### src/rtl/z80_bus_tracer.sv
// Passive tv80s bus monitor: folds each completed bus cycle into a {type, addr, data}
// record and queues it in a show-ahead FIFO for the bench to inspect.
module z80_bus_tracer #(
    parameter int unsigned DEPTH = 16,
    parameter int unsigned CNT_W = 32
) (
    input  logic                    clk,
    input  logic                    reset_n,
    input  logic                    trace_en,
    input  logic                    clear,
    input  logic                    m1_n,
    input  logic                    mreq_n,
    input  logic                    iorq_n,
    input  logic                    rd_n,
    input  logic                    wr_n,
    input  logic                    rfsh_n,
    input  logic [15:0]             A,
    input  logic [7:0]              di,
    input  logic [7:0]              dout,
    output logic                    rec_valid,
    input  logic                    rec_ready,
    output logic [2:0]              rec_type,
    output logic [15:0]             rec_addr,
    output logic [7:0]              rec_data,
    output logic [$clog2(DEPTH):0]  fifo_level,
    output logic                    overflow,
    output logic [CNT_W-1:0]        m1_count,
    output logic [7:0]              drop_count
);

    localparam int unsigned AW = $clog2(DEPTH);
    localparam int unsigned RW = 27;
    localparam logic [AW:0] FULL_LVL = DEPTH[AW:0];

    localparam logic [0:0] ST_IDLE   = 1'b0;
    localparam logic [0:0] ST_ACTIVE = 1'b1;

    localparam logic [2:0] TY_FETCH  = 3'd0;
    localparam logic [2:0] TY_MEMRD  = 3'd1;
    localparam logic [2:0] TY_MEMWR  = 3'd2;
    localparam logic [2:0] TY_IORD   = 3'd3;
    localparam logic [2:0] TY_IOWR   = 3'd4;
    localparam logic [2:0] TY_RFSH   = 3'd5;
    localparam logic [2:0] TY_INTACK = 3'd6;

    logic [0:0]       state_q, state_d;
    logic [15:0]      addr_q, addr_d;
    logic [7:0]       data_q, data_d;
    logic             is_m1_q, is_m1_d;
    logic             is_rfsh_q, is_rfsh_d;
    logic             is_iorq_q, is_iorq_d;
    logic             seen_wr_q, seen_wr_d;
    logic             rfsh_n_prev_q, mreq_n_prev_q;

    logic [AW:0]      wr_ptr_q, wr_ptr_d;
    logic [AW:0]      rd_ptr_q, rd_ptr_d;
    logic [RW-1:0]    head_q, head_d;
    logic [RW-1:0]    mem_q [DEPTH];
    logic             overflow_q, overflow_d;
    logic [CNT_W-1:0] m1_count_q, m1_count_d;
    logic [7:0]       drop_count_q, drop_count_d;

    logic             req;
    logic             rfsh_fall;
    logic [7:0]       cur_data;
    logic             cur_seen_wr;
    logic [2:0]       cur_type;
    logic [RW-1:0]    push_rec;
    logic             push;
    logic             pop;
    logic             do_push;
    logic             drop;
    logic             mem_we;
    logic [AW:0]      level;
    logic             full;

    assign req       = !mreq_n || !iorq_n;
    assign rfsh_fall = !rfsh_n && rfsh_n_prev_q && !mreq_n && !mreq_n_prev_q;
    assign level     = wr_ptr_q - rd_ptr_q;
    assign full      = (level == FULL_LVL);

    // Data/strobe view including this edge's sample, so a commit edge sees the latest strobe.
    always_comb begin
        cur_data    = data_q;
        cur_seen_wr = seen_wr_q;
        if (!rd_n) begin
            cur_data = di;
        end
        if (!wr_n) begin
            cur_data    = dout;
            cur_seen_wr = 1'b1;
        end
    end

    always_comb begin
        if (is_rfsh_q) begin
            cur_type = TY_RFSH;
        end else if (is_m1_q && is_iorq_q) begin
            cur_type = TY_INTACK;
        end else if (is_m1_q) begin
            cur_type = TY_FETCH;
        end else if (is_iorq_q) begin
            cur_type = cur_seen_wr ? TY_IOWR : TY_IORD;
        end else begin
            cur_type = cur_seen_wr ? TY_MEMWR : TY_MEMRD;
        end
    end

    assign push_rec = {cur_type, addr_q, is_rfsh_q ? 8'h00 : cur_data};

    always_comb begin
        state_d   = state_q;
        addr_d    = addr_q;
        data_d    = data_q;
        is_m1_d   = is_m1_q;
        is_rfsh_d = is_rfsh_q;
        is_iorq_d = is_iorq_q;
        seen_wr_d = seen_wr_q;
        push      = 1'b0;
        unique case (state_q)
            ST_IDLE: begin
                if (req && trace_en) begin
                    state_d   = ST_ACTIVE;
                    addr_d    = A;
                    is_m1_d   = !m1_n;
                    is_rfsh_d = !rfsh_n;
                    is_iorq_d = !iorq_n;
                    data_d    = 8'h00;
                    seen_wr_d = 1'b0;
                end
            end
            default: begin
                data_d    = cur_data;
                seen_wr_d = cur_seen_wr;
                if (!req) begin
                    push    = 1'b1;
                    state_d = ST_IDLE;
                end else if (rfsh_fall) begin
                    // Refresh follows M1 without mreq_n releasing: split into a second record.
                    push      = 1'b1;
                    addr_d    = A;
                    is_m1_d   = 1'b0;
                    is_rfsh_d = 1'b1;
                    is_iorq_d = 1'b0;
                    data_d    = 8'h00;
                    seen_wr_d = 1'b0;
                end
            end
        endcase
        if (clear) begin
            state_d = ST_IDLE;
        end
    end

    always_comb begin
        pop          = (level != '0) && rec_ready;
        do_push      = push && (!full || pop);
        drop         = push && full && !pop;
        wr_ptr_d     = wr_ptr_q + {{AW{1'b0}}, do_push};
        rd_ptr_d     = rd_ptr_q + {{AW{1'b0}}, pop};
        head_d       = head_q;
        overflow_d   = overflow_q | drop;
        m1_count_d   = m1_count_q;
        drop_count_d = drop_count_q;
        mem_we       = do_push && !clear;
        if (do_push && (push_rec[26:24] == TY_FETCH)) begin
            m1_count_d = m1_count_q + CNT_W'(1);
        end
        if (drop && (drop_count_q != 8'hFF)) begin
            drop_count_d = drop_count_q + 8'd1;
        end
        // Head comes from the pushed record when it lands in an otherwise empty slot.
        if (wr_ptr_d != rd_ptr_d) begin
            if (rd_ptr_d == wr_ptr_q) begin
                head_d = push_rec;
            end else begin
                head_d = mem_q[rd_ptr_d[AW-1:0]];
            end
        end
        if (clear) begin
            wr_ptr_d     = '0;
            rd_ptr_d     = '0;
            head_d       = '0;
            overflow_d   = 1'b0;
            m1_count_d   = '0;
            drop_count_d = 8'h00;
        end
    end

    always_ff @(posedge clk) begin
        if (mem_we) begin
            mem_q[wr_ptr_q[AW-1:0]] <= push_rec;
        end
    end

    always_ff @(posedge clk or negedge reset_n) begin
        if (!reset_n) begin
            state_q       <= ST_IDLE;
            addr_q        <= 16'h0000;
            data_q        <= 8'h00;
            is_m1_q       <= 1'b0;
            is_rfsh_q     <= 1'b0;
            is_iorq_q     <= 1'b0;
            seen_wr_q     <= 1'b0;
            rfsh_n_prev_q <= 1'b1;
            mreq_n_prev_q <= 1'b1;
            wr_ptr_q      <= '0;
            rd_ptr_q      <= '0;
            head_q        <= '0;
            overflow_q    <= 1'b0;
            m1_count_q    <= '0;
            drop_count_q  <= 8'h00;
        end else begin
            state_q       <= state_d;
            addr_q        <= addr_d;
            data_q        <= data_d;
            is_m1_q       <= is_m1_d;
            is_rfsh_q     <= is_rfsh_d;
            is_iorq_q     <= is_iorq_d;
            seen_wr_q     <= seen_wr_d;
            rfsh_n_prev_q <= rfsh_n;
            mreq_n_prev_q <= mreq_n;
            wr_ptr_q      <= wr_ptr_d;
            rd_ptr_q      <= rd_ptr_d;
            head_q        <= head_d;
            overflow_q    <= overflow_d;
            m1_count_q    <= m1_count_d;
            drop_count_q  <= drop_count_d;
        end
    end

    assign rec_valid  = (level != '0);
    assign rec_type   = head_q[26:24];
    assign rec_addr   = head_q[23:8];
    assign rec_data   = head_q[7:0];
    assign fifo_level = level;
    assign overflow   = overflow_q;
    assign m1_count   = m1_count_q;
    assign drop_count = drop_count_q;

endmodule

### config.mk
export PLATFORM = sky130hd
export DESIGN_NAME = z80_bus_tracer
export DESIGN_NICKNAME = d
export VERILOG_FILES = /design/src/rtl/z80_bus_tracer.sv
export SDC_FILE = /design/constraint.sdc
export NUM_CORES = 1
export LEC_CHECK = 0
export BUFFER_PORTS_ARGS = -buffer_cell sky130_fd_sc_hd__buf_2
export CAP_MARGIN = 20
export CORE_MARGIN = 3
export CORE_UTILIZATION = 40
export CTS_CLUSTER_SIZE = 12
export DETAILED_ROUTE_END_ITERATION = 10
export GPL_ROUTABILITY_DRIVEN = 0
export MAX_ROUTING_LAYER = met4
export PLACE_DENSITY = 0.57
export SLEW_MARGIN = 20
export SYNTH_ARGS = -nofsm -noshare
export SYNTH_HDL_FRONTEND = slang
export SYNTH_SLANG_ARGS = --single-unit
export TNS_END_PERCENT = 1
### constraint.sdc
create_clock -name clk -period 8.31 [get_ports clk]
set_input_delay 0.4155 -clock clk [delete_from_list [all_inputs] [get_ports clk]]
set_output_delay 0.4155 -clock clk [all_outputs]
set_load 0.1 [all_outputs]
==> summary.md <==
| Metric | Value |
|---|---|
| Period Utilization, post-route | `0.643` |
| Port bufs | `between 100 and 150` |
| Setup TNS Final | `0 ps` |
| Initial antenna violation count | `0` |
| Total gr overflow | `0` |
| Sequential share of the synthesized area | `0.707` |
| Clock tree from TritonCTS | `yes` |
| Inserted Diodes | `0` |
| Final Hold Fails | `0` |
| Hold path depth | `2` |
| H-tree levels | `2` |
| Layout area overhead | `15.5%` |
| Min-delay src | `A[5]` |
| Avg WL per Cell | `approximately 23 um` |
| # Post-CTS Setup Buffers | `0` |
| Synth Register Bits | `541` |
| Die width | `approximately 240 um` |
| Fin. max-slew vios | `0` |
| I/O pin count | `roughly 120` |
| CP arrival | `5810 ps` |
| Total core area | `~54000 sq um` |
| Worst reg2reg startpoint | `wr_ptr_q[0]$_DFF_PN0_` |
| Total track usage | `0.188` |
| Cell Area, Synth | `between 20000 and 25000 sq um` |
| DRT iter0 DRCs | `around 1000` |
| Worst skew pair latency | `610 ps` |
| Ys flop type | `edfxtp_1` |
| Root Buffer | `clkbuf_16` |
| DRC errors left | `0` |
| Post-CTS sizing | `0` |
| Synth top area share | `0.584` |
| Die footprint | `58400 sq um` |
| Netlist cell types | `60` |
| Reg2Reg Setup Slack | `approximately 3000 ps` |
| Endpoints failing setup | `0` |
| Post-synth EDFFs | `~430` |
| Slew headroom | `0.323` |
| Peak VDD IR | `roughly 0.25 mV` |
| Area contributors post-synth | `edfxtp_1 58%, dfrtp_1 12%, mux4_2 11%` |
| Pleak | `about 8.7 nW` |
| Clk sinks | `approximately 540` |
| Min-Delay Endpoint | `addr_q[5]$_DFFE_PN0P_` |
| Syn nets | `between 1000 and 1500` |
| FF-to-FF path depth | `20` |
| Worst-Margin Slew | `just over 1000 ps` |
| Crit Path Class | `reg -> reg` |
| Critical path endpoint category | `flop` |
| DRT antenna net count | `0` |
| WL final | `about 53000 um` |
| Max FO, Critical Path | `71` |
| Layout cell share with drive strength beyond 1 | `0.255` |
| Reg-to-Reg End | `head_q[5]$_DFFE_PN0P_` |
| Vias in the first global route | `approximately 13000` |
| Clock tree buffer depth | `3` |
| Post-CTS Hold Buffers | `4` |
| CTS clk-pin slew, worst paths | `~60 ps` |
| Clock skew | `approximately 13 ps` |
| Die height | `between 200 and 250 um` |
| FMAX | `about 0.19 GHz` |
| Outcome | `completed` |
| Number of max-cap violations | `0` |
| Synth Instances | `around 1400` |
| Via density | `5.62` |
| Share of synthesized registers carrying an async set or reset | `0.201` |
| Post-synth top area cell | `edfxtp_1` |
| Final Util | `0.472` |
| CP Launch Type | `flop` |
| Largest net degree at the start of global routing | `112` |
| 1st-pass router iterations | `5` |
| Minimum clock period | `about 5300 ps` |
| Final HPWL DP | `just under 30000 um` |
| Warnings, synthesis | `0` |
| CP required | `slightly below 9000 ps` |
| Min-delay worst type | `in -> reg` |
| Via count | `between 10000 and 15000` |
| Power Dens Cells | `approximately 320 nW/um^2` |
| Setup repair after global routing missed its margin | `false` |
| Layout Nets | `about 1500` |
| First-pass GRT wire length | `between 80000 and 90000 um` |
| # rows | `85` |
| Mean Syn Cell Area | `between 15 and 20 sq um` |
| Initial Utilization | `0.409` |
| Clock buffer count from CTS | `56` |
==> stage by stage <==
step                area, sq um  cells  worst slack (ps)  hold slack (ps)  power, mW
CTS                       25700   2265              3010             8.83       8.20
detailed placement        23800   2160              3040              478       5.74
global placement          23800   2160              3100              468       5.73
floorplan                 22200   1355              1370              120       5.13
global route              25700   2265              2670             11.5       8.50
finish                    25700   2265              2970             42.9       8.09
==> per-layer routing <==
layer	vias up	track usage	wire length, um
li1	5632	-	-
met1	6710	0.261	23800
met2	325	0.295	25300
met3	71	0.0300	2840
met4	0	0.0449	1060
met5	-	-	0
==> registers in the layout, summed over array words and instances, names as in the netlist, 5 cells and up <==
signal / cells
wr_ptr_q: 5
addr_q: 16
data_q: 8
m1_count: 32
mem_q: 432
head_q: 27
rd_ptr_q: 5
drop_count: 8
==> placed cells by master (no fill, tap or decap), types with 7 or more instances in the layout <==
master	Yosys	routed
mux2_2	18	18
ha_1	11	9
or3_1	9	9
xnor2_1	9	7
a21oi_1	68	67
nand2_1	119	119
clkbuf_16	0	57
dfrtp_1	107	107
clkbuf_8	0	7
nor2_1	26	23
a311oi_1	10	10
nand4_1	9	9
o21ai_1	20	20
a41oi_1	17	17
clkbuf_1	54	24
nand3_1	84	84
mux2i_1	11	11
and3_1	17	17
o21ai_0	33	33
nor3_2	0	12
buf_4	0	34
mux4_2	108	108
or4_1	29	29
edfxtp_1	432	432
nor2b_1	10	10
inv_1	16	16
buf_2	26	115
xor2_1	8	7
o31ai_1	31	31
==> critical path, stage by stage (launching register included) <==
cell and delay (ps):
dfrtp_1 430, inv_1 100, ha_1 160, inv_1 50, fa_1 400, xor2_1 170
or3_1 350, nand4b_1 280, a21oi_4 190, buf_4 510, nand2b_1 190, inv_1 40
ha_1 190, ha_1 230, or3_1 360, a31oi_1 170, o211a_1 170, buf_4 320
or2_1 350, buf_4 320, o21ai_0 140
==> cell usage after synthesis, drive strengths merged (10+ instances only) <==
cell    instances
a311oi         10
dfrtp         107
a41oi          17
buf            29
xnor2          10
and3           17
a21oi          68
o31ai          31
nand2         119
nor2           26
nor2b          10
mux2i          11
mux2           18
inv            16
ha             11
nand3          84
edfxtp        432
clkbuf         55
mux4          108
o21ai          53
nor3           18
or4            29
==> where the power goes <==
| part | leakage, nW | switching, mW | internal (mW) |
|---|---|---|---|
| combinational | 2.49 | 1.55 | 0.879 |
| clock | 0.872 | 1.00 | 1.45 |
| sequential | 5.34 | 0.129 | 3.09 |
==> logic make-up (layout without fill, tap and decap cells) <==
kind of cell    count (synthesis)  in the layout  synth area share
xor+xnor                       19             19           0.00844
simple gates                  351            351            0.0813
buf+inv                       101            272            0.0186
fa+ha+maj                      12             12           0.00709
flops                         541            541             0.707
compound gates                194            194            0.0546
mux                           137            137             0.124
==> cell type report <==
class | count | area [sq um]
multi-input combinational | 713 | 6300
timing repair buffer | 154 | 891
inverter | 17 | 63.8
sequential | 541 | 15700
tap | 739 | 925
clock inverter | 13 | 180
fill | 4628 | 28700
clock buffer | 88 | 1610
==> worst max path at each step <==
stage | from | end
6_report | wr_ptr_q[0]$_DFF_PN0_ | head_q[5]$_DFFE_PN0P_
5_1_grt | wr_ptr_q[0]$_DFF_PN0_ | head_q[26]$_DFFE_PN0P_
3_5_place_dp | wr_ptr_q[0]$_DFF_PN0_ | head_q[1]$_DFFE_PN0P_
3_3_place_gp | wr_ptr_q[0]$_DFF_PN0_ | head_q[1]$_DFFE_PN0P_
4_1_cts | wr_ptr_q[0]$_DFF_PN0_ | head_q[5]$_DFFE_PN0P_
2_1_floorplan | wr_ptr_q[0]$_DFF_PN0_ | mem_q[10][0]$_DFFE_PP_
No activity file was read; power rests on OpenSTA's default activity.
